### src/rtl/btb_fetch_pc.sv
// Fetch-stage next-PC generator with a direct-mapped branch target buffer.
// Owns the IF program counter, predicts taken branches from BTB hits combined
// with the direction predictor's hint, carries the prediction through ID and
// EX, and raises a redirect when EX resolution disagrees with the prediction.
module btb_fetch_pc #(
  parameter int          s_btb_idx   = 4,
  parameter int          s_pc_offset = 2,
  parameter logic [31:0] reset_pc    = 32'h0000_0060
) (
  input  logic        clk,
  input  logic        rst,
  input  logic        stall_if,
  input  logic        stall_id,
  input  logic        stall_ex,
  input  logic        br_take,
  input  logic        update,
  input  logic        br_en,
  input  logic [31:0] ex_target,
  output logic [31:0] pc,
  output logic        pred_taken,
  output logic        redirect,
  output logic [31:0] redirect_pc
);

  localparam int entries = 1 << s_btb_idx;
  localparam int tag_lo  = s_btb_idx + s_pc_offset;
  localparam int tag_w   = 32 - tag_lo;

  // IF program counter
  logic [31:0] pc_reg;
  logic [31:0] pc_next;

  // Prediction metadata carried through ID and EX
  logic [31:0] id_pc_reg;
  logic        id_taken_reg;
  logic [31:0] id_target_reg;
  logic [31:0] ex_pc_reg;
  logic        ex_taken_reg;
  logic [31:0] ex_target_reg;

  // BTB read view, one element per entry
  logic [entries-1:0] entry_valid;
  logic [tag_w-1:0]   entry_tag    [entries];
  logic [31:0]        entry_target [entries];

  // Lookup side (current fetch PC)
  logic [s_btb_idx-1:0] if_idx;
  logic [tag_w-1:0]     if_tag;
  logic                 hit;
  logic [31:0]          pc_plus4;
  logic [31:0]          pred_target;

  // Update side (EX-stage PC)
  logic [s_btb_idx-1:0] ex_idx;
  logic [tag_w-1:0]     ex_tag;
  logic                 btb_we;
  logic [entries-1:0]   we_vec;
  logic                 dir_wrong;
  logic                 tgt_wrong;

  assign pc       = pc_reg;
  assign if_idx   = pc_reg[tag_lo-1:s_pc_offset];
  assign if_tag   = pc_reg[31:tag_lo];
  assign pc_plus4 = pc_reg + 32'd4;

  // Combinational BTB lookup; a miss forces a not-taken prediction
  always_comb begin
    hit         = entry_valid[if_idx] && (entry_tag[if_idx] == if_tag);
    pred_taken  = br_take & hit;
    pred_target = hit ? entry_target[if_idx] : pc_plus4;
  end

  assign ex_idx = ex_pc_reg[tag_lo-1:s_pc_offset];
  assign ex_tag = ex_pc_reg[31:tag_lo];

  // Resolve EX prediction against the actual outcome
  always_comb begin
    dir_wrong   = (ex_taken_reg != br_en);
    tgt_wrong   = br_en & ex_taken_reg & (ex_target_reg != ex_target);
    redirect    = update & (dir_wrong | tgt_wrong);
    redirect_pc = br_en ? ex_target : (ex_pc_reg + 32'd4);
  end

  // Every taken resolution (re)writes the entry, correct prediction or not
  assign btb_we = update & br_en;
  assign we_vec = btb_we ? (entries'(1) << ex_idx) : '0;

  genvar gi;
  generate
    for (gi = 0; gi < entries; gi++) begin : g_btb
      logic             valid_reg;
      logic [tag_w-1:0] tag_reg;
      logic [31:0]      target_reg;

      // One BTB entry: reset clears only the valid bit; reset also drops a coincident write
      always_ff @(posedge clk) begin
        if (rst) begin
          valid_reg <= 1'b0;
        end else if (we_vec[gi]) begin
          valid_reg  <= 1'b1;
          tag_reg    <= ex_tag;
          target_reg <= ex_target;
        end
      end

      assign entry_valid[gi]  = valid_reg;
      assign entry_tag[gi]    = tag_reg;
      assign entry_target[gi] = target_reg;
    end
  endgenerate

  // Next fetch address: redirect beats stall, stall beats prediction
  always_comb begin
    pc_next = pc_plus4;
    if (redirect)        pc_next = redirect_pc;
    else if (stall_if)   pc_next = pc_reg;
    else if (pred_taken) pc_next = pred_target;
  end

  // PC register
  always_ff @(posedge clk) begin
    if (rst) pc_reg <= reset_pc;
    else     pc_reg <= pc_next;
  end

  // IF->ID metadata register, held while ID is stalled
  always_ff @(posedge clk) begin
    if (rst) begin
      id_pc_reg     <= 32'd0;
      id_taken_reg  <= 1'b0;
      id_target_reg <= 32'd0;
    end else if (!stall_id) begin
      id_pc_reg     <= pc_reg;
      id_taken_reg  <= pred_taken;
      id_target_reg <= pred_target;
    end
  end

  // ID->EX metadata register, held while EX is stalled
  always_ff @(posedge clk) begin
    if (rst) begin
      ex_pc_reg     <= 32'd0;
      ex_taken_reg  <= 1'b0;
      ex_target_reg <= 32'd0;
    end else if (!stall_ex) begin
      ex_pc_reg     <= id_pc_reg;
      ex_taken_reg  <= id_taken_reg;
      ex_target_reg <= id_target_reg;
    end
  end

endmodule

### config.mk
export PLATFORM = sky130hd
export DESIGN_NAME = btb_fetch_pc
export DESIGN_NICKNAME = d
export VERILOG_FILES = /design/src/rtl/btb_fetch_pc.sv
export SDC_FILE = /design/constraint.sdc
export NUM_CORES = 1
export LEC_CHECK = 0
export ABC_AREA = 0
export CAP_MARGIN = 0
export CORE_UTILIZATION = 25
export DETAILED_ROUTE_END_ITERATION = 12
export SLEW_MARGIN = 5
export SYNTH_ARGS = -nofsm -noshare
export SYNTH_HDL_FRONTEND = slang
export SYNTH_SLANG_ARGS = --single-unit
### constraint.sdc
create_clock -name clk -period 5.5 [get_ports clk]
set_input_delay 0.55 -clock clk [delete_from_list [all_inputs] [get_ports clk]]
set_output_delay 0.55 -clock clk [all_outputs]
set_load 0.02 [all_outputs]
**After elaboration in Yosys (flattened, before gate mapping)**

Cells that the tools add are included.
Widths: inputs -> output; s select.

- Shifts and indexed selects: 1
- Equal/unequal tests: 4
- Order comparisons: 2
- Reductions and logical operators: 17
- Bitwise logic cells: 8
- Mux-type cells: 14
- Add/sub/neg operators: 2

Operators with widths:

| cell | number |
|---|---|
| $mux 32 | 7 |
| $bmux 32 s4 | 1 |
| $bmux 26 s4 | 1 |
| $add 32x3->32 const B | 2 |
| $mux 26 | 2 |
| $ne 32x32->1 | 1 |
| $reduce_and 2->1 | 16 |
| $eq 26x26->1 | 1 |
| $mux 16 | 1 |
| $shl 1x4->16 const A | 1 |
| $and 1x1->1 | 5 |
| $ge 5x5->1 const B | 1 |
| $lt 4x5->1 const B | 1 |
| $not 4->5 | 1 |
| $bmux 1 s4 | 1 |
| $ne 2x1->1 const B | 1 |
| $logic_and 1x1->1 | 1 |
| $mux 1 | 1 |
| $ne 1x1->1 | 1 |
| $not 1->1 | 1 |
| $or 1x1->1 | 1 |

- Bits of input ports: 40
- Output and inout port bits: 66
- Bits in registers: 1,106

**Longest topological paths before layout**

- Word-level depth: 10
- Depth in mapped cells: 16
- Mapped depth without buffers: 10

**Worst setup path before layout**

OpenSTA, ideal clock, no wires.

- Path type: input -> register
- Start point: in br_en
- End point: reg g_btb[10].tag_reg[0], enable pin
- Data arrival time: 3.735 ns
- Path buffers: 2
- Setup slack: 1.289 ns
- Stages on the path: 4
- Setup time: 0.476 ns
- Required time: 5.024 ns
- Path through: clkbuf_1 clkbuf_1 nand4_1 nor2_1

- Word-level cells in the longest chain between the ends: 3

Ends and longest elaborated chain:

| item | line | source |
|---|---|---|
| start, declared | 17 | `input logic br_en,` |
| $and 1x1->1 | 85 | `assign btb_we = update & br_en;` |
| $mux 16 | 86 | `assign we_vec = btb_we ? (entries'(1) << ex_idx) : '0;` |
| $reduce_and 2->1 (no source line) | n/a |  |
| end signal, assigned | 101 | `tag_reg <= ex_tag;` |
| end, declared | 92 | `logic [tag_w-1:0] tag_reg;` |

No other way between the ends.
A chain may end at the register's enable or synchronous reset.

**Worst setup path after layout**

- Start point: reg pc_reg[3] (netlist: pc[3])
- End point: out pred_taken

- Word-level cells in the longest chain between the ends: 7
- Elaborated cells between the ends (all ways): 9
- Classes of those cells: 1 x eq/ne; 5 x mux; 2 x bitwise; 1 x reduce/logical

Ends and longest elaborated chain:

| item | line | source |
|---|---|---|
| start, declared | 30 | `logic [31:0] pc_reg;` |
| start signal, assigned | 122 | `if (rst) pc_reg <= reset_pc;` |
| start signal, assigned | 123 | `else pc_reg <= pc_next;` |
| $not 4->5 (not written as such) | 68 | `hit = entry_valid[if_idx] && (entry_tag[if_idx] == if_tag);` |
| $bmux 26 s4 | 68 |  |
| $mux 26 (not written as such) (2 in series) | 68 |  |
| $eq 26x26->1 | 68 |  |
| $logic_and 1x1->1 * | 68 |  |
| $and 1x1->1 * | 69 | `pred_taken = br_take & hit;` |
| end, declared | 20 | `output logic pred_taken,` |

Every way passes the cells marked *; elsewhere a longest branch is shown, timed or not. The select of a mux whose other input is x is not followed.

==> out/qor.yml <==
critPathCaptureType: "output pin"
drive_gt1_share_pct: 18.81
p_comb_share_pct: 8.3
cts.sinks: 1106
largest_reg_flops: 512
grt_pass1_wl_um: 186400
fin_crit_sh_pct: 96.97
seq_power_share_pct: 49.9
routed_wl_um: 130800
yosys_register_bits: 1106
cts_tree: "done"
drcViolationCount: 0
pin_count: 106
max-clock-path-buffers: 3
whs_ns: 0.3722
rr_worst_depth: 10
clk_latency_ns: 0.71
ant_nets: 0
fin_worst_skew_ns: 0.03097
synth.most_common_cell: "edfxtp_1"
cp_common_cell: "buf_4"
cp_max_fo: 27
core-area_um2: 179000
grt_start_max_net_pins: 71
intPower_mw: 14.25
cap_violations: 0
antenna_found_initial: 8
relSlewSlack_pct: 15.90
start_util_pct: 25.26
place.gp.congestion: 0.8773
crit_arrival_ns: 4.78
numCtsBuffers: 112
synth_nets: 2705
critPathMaxStageDelay_ns: 0.77
cts_root_buffer: "clkbuf_16"
die_y_um: 427.3
wl_per_cell_um: 24.78
synth_commonest_cells: "edfxtp_1 (928), mux2i_1 (283), mux4_2 (217)"
fmax_ghz: 0.1875
overflow: 0
dpl_cell_area_um2: 49510
peakVddDrop_mv: 0.2402
min_period_ns: 5.334
cp.required_ns: 4.95
netlist_area_um2: 45220
clock_power_share_pct: 41.8
slowest_stage: "dfxtp_4"
grt_setup_unrepaired: "false"
synth_top_cell_area_share_pct: 61.63
hold_class: "in2reg"
path_cells: "buf_4 > mux2i_1 > a22oi_1 > and3b_1 > o31ai_1 > o21ai_0 > or4b_2 > nor4_2 > buf_4 > buf_12"
pwr_density_cell_nw_per_um2: 347.6
maxSlewViolCount: 0
cts.htree.levels: 3
syn_avg_cell_area_um2: 17.02
dpl.hpwl_um: 82410
synth_area_leaders: "edfxtp_1 (62%), mux4_2 (11%), dfxtp_1 (7.9%)"
worst_pin_slew_ns: 1.248
first_global_vias: 25220
power.leakage_nw: 17.32
min_path_cells: 3
num_vias: 25230
clkTransAtPathRegs_ns: 0.06
final_hold_viol_count: 0
area_growth_pct: 17.84
status: "finished, final reports clean"
final_nets: 2868
die_x_um: 427.3
dieArea_um2: 182600
port_buffers: 105
synth_top_cell_by_area: "edfxtp_1"
gr-usage-all-layers_pct: 14.11
reg2reg_slack_ns: 1.01
synthCells: 2657
first_pass_iters: 7
synth-async-reset-ratio_pct: 0
p_sw_mw: 4.276
setup_tns_ns: 0
ys_types: 71
ys_seq_area_share_pct: 69.51
ys.flop_type: "edfxtp_1"
final-setup-viol-count: 0
std_cell_rows: 155
start_kind: "flip-flop"
sw_frac_of_total_pct: 23.08
viasPerCell: 4.779
ys_warn_count: 0
synth-edff-count: 928
worstSetupPathType: "reg2out"
drt-initial-drc-count: 2804
finalInstanceArea_um2: 53290
layout by cell type (no fill, tap or decap), drive strengths merged, types with 31 or more instances in the layout:
cell type and count:
edfxtp 928, mux2i 283, mux4 217, dfxtp 178
nor2 166, clkbuf 153, nand2 147, buf 116
clkdlybuf4s50 99, xnor2 70, o21ai 61, nand3 35
inv 33, xor2 31
final cells by class:
cell class	instances	area [um2]
fill	17510	125700
tap	2355	2947
sequential	1106	31440
clock buffer	153	3049
antenna	6	15.01
multi-input combinational	1360	13010
inverter	25	96.34
timing repair buffer	215	2044
clock inverter	59	678.2
metal layers:
layer / GRT usage, % / vias to the layer above / routed length [um]
li1: - / 10820 / -
met1: 18.32 / 13150 / 53260
met2: 23.82 / 1015 / 64440
met3: 2.008 / 244 / 7970
met4: 5.185 / 0 / 5132
met5: 0 / - / 0
path summary, 6_finish.rpt:
check,to,from
worst min-delay path,ex_target_reg[27]$_SDFFE_PP0N_,stall_ex
worst max-delay path,pred_taken,pc[3]$_SDFFE_PP0P_
worst max register to register,pc[15]$_SDFFE_PP0P_,pc[5]$_SDFFE_PP1P_
worst min register to register,g_btb[15].valid_reg$_SDFFE_PP0P_,g_btb[15].valid_reg$_SDFFE_PP0P_
critical path: cells and delay by family (launching register included):
family / cells / cell delay, ns
and+or+nand+nor: 3 / 1.59
DFF: 1 / 0.77
AOI/OAI and AO/OA: 3 / 0.72
buffers and inverters: 3 / 0.69
muxes: 1 / 0.24
power groups by stage:
stage	combinational [mW]	sequential [mW]	clock, mW
detailed placement	1.53	9.42	0
floorplan	0.980	9.34	0
CTS	1.55	9.24	7.85
global placement	1.52	9.42	0
finish	1.54	9.24	7.75
global route	1.62	9.24	8.16
through the flow:
step | setup WS [ns] | total power, mW | util (%) | cells
2_1_floorplan | 1.289 | 10.32 | - | 2657
3_3_place_gp | 0.1194 | 10.94 | 27.66 | 5060
3_5_place_dp | 0.1038 | 10.95 | 27.66 | 5060
4_1_cts | 0.06617 | 18.63 | 29.76 | 5273
5_1_grt | 0.02239 | 19.03 | 29.76 | 5275
6_report | 0.1664 | 18.52 | 29.77 | 5279
kinds of logic (layout without fill, tap and decap cells):
| logic type | count (synthesis) | after routing | synth area share (%) |
|---|---|---|---|
| flip-flops | 1106 | 1106 | 69.51 |
| multiplexers | 506 | 506 | 17.22 |
| AND/OR/NAND/NOR | 490 | 490 | 5.019 |
| AO/OA/AOI/OAI | 255 | 255 | 4.031 |
| buffers and inverters | 191 | 452 | 2.045 |
| XOR/XNOR | 101 | 101 | 1.956 |
| adder cells (fa/ha/maj) | 8 | 8 | 0.2214 |
| other | 0 | 6 | 0 |
timing repair:
| item | in CTS | in global routing |
|---|---|---|
| buffers inserted | 1 | 0 |
| gates resized for setup | 3 | 0 |
| setup endpoints to repair | 3 | 0 |
| hold buffers | 0 | 0 |
Note: power is estimated with default switching activity, not from simulation.
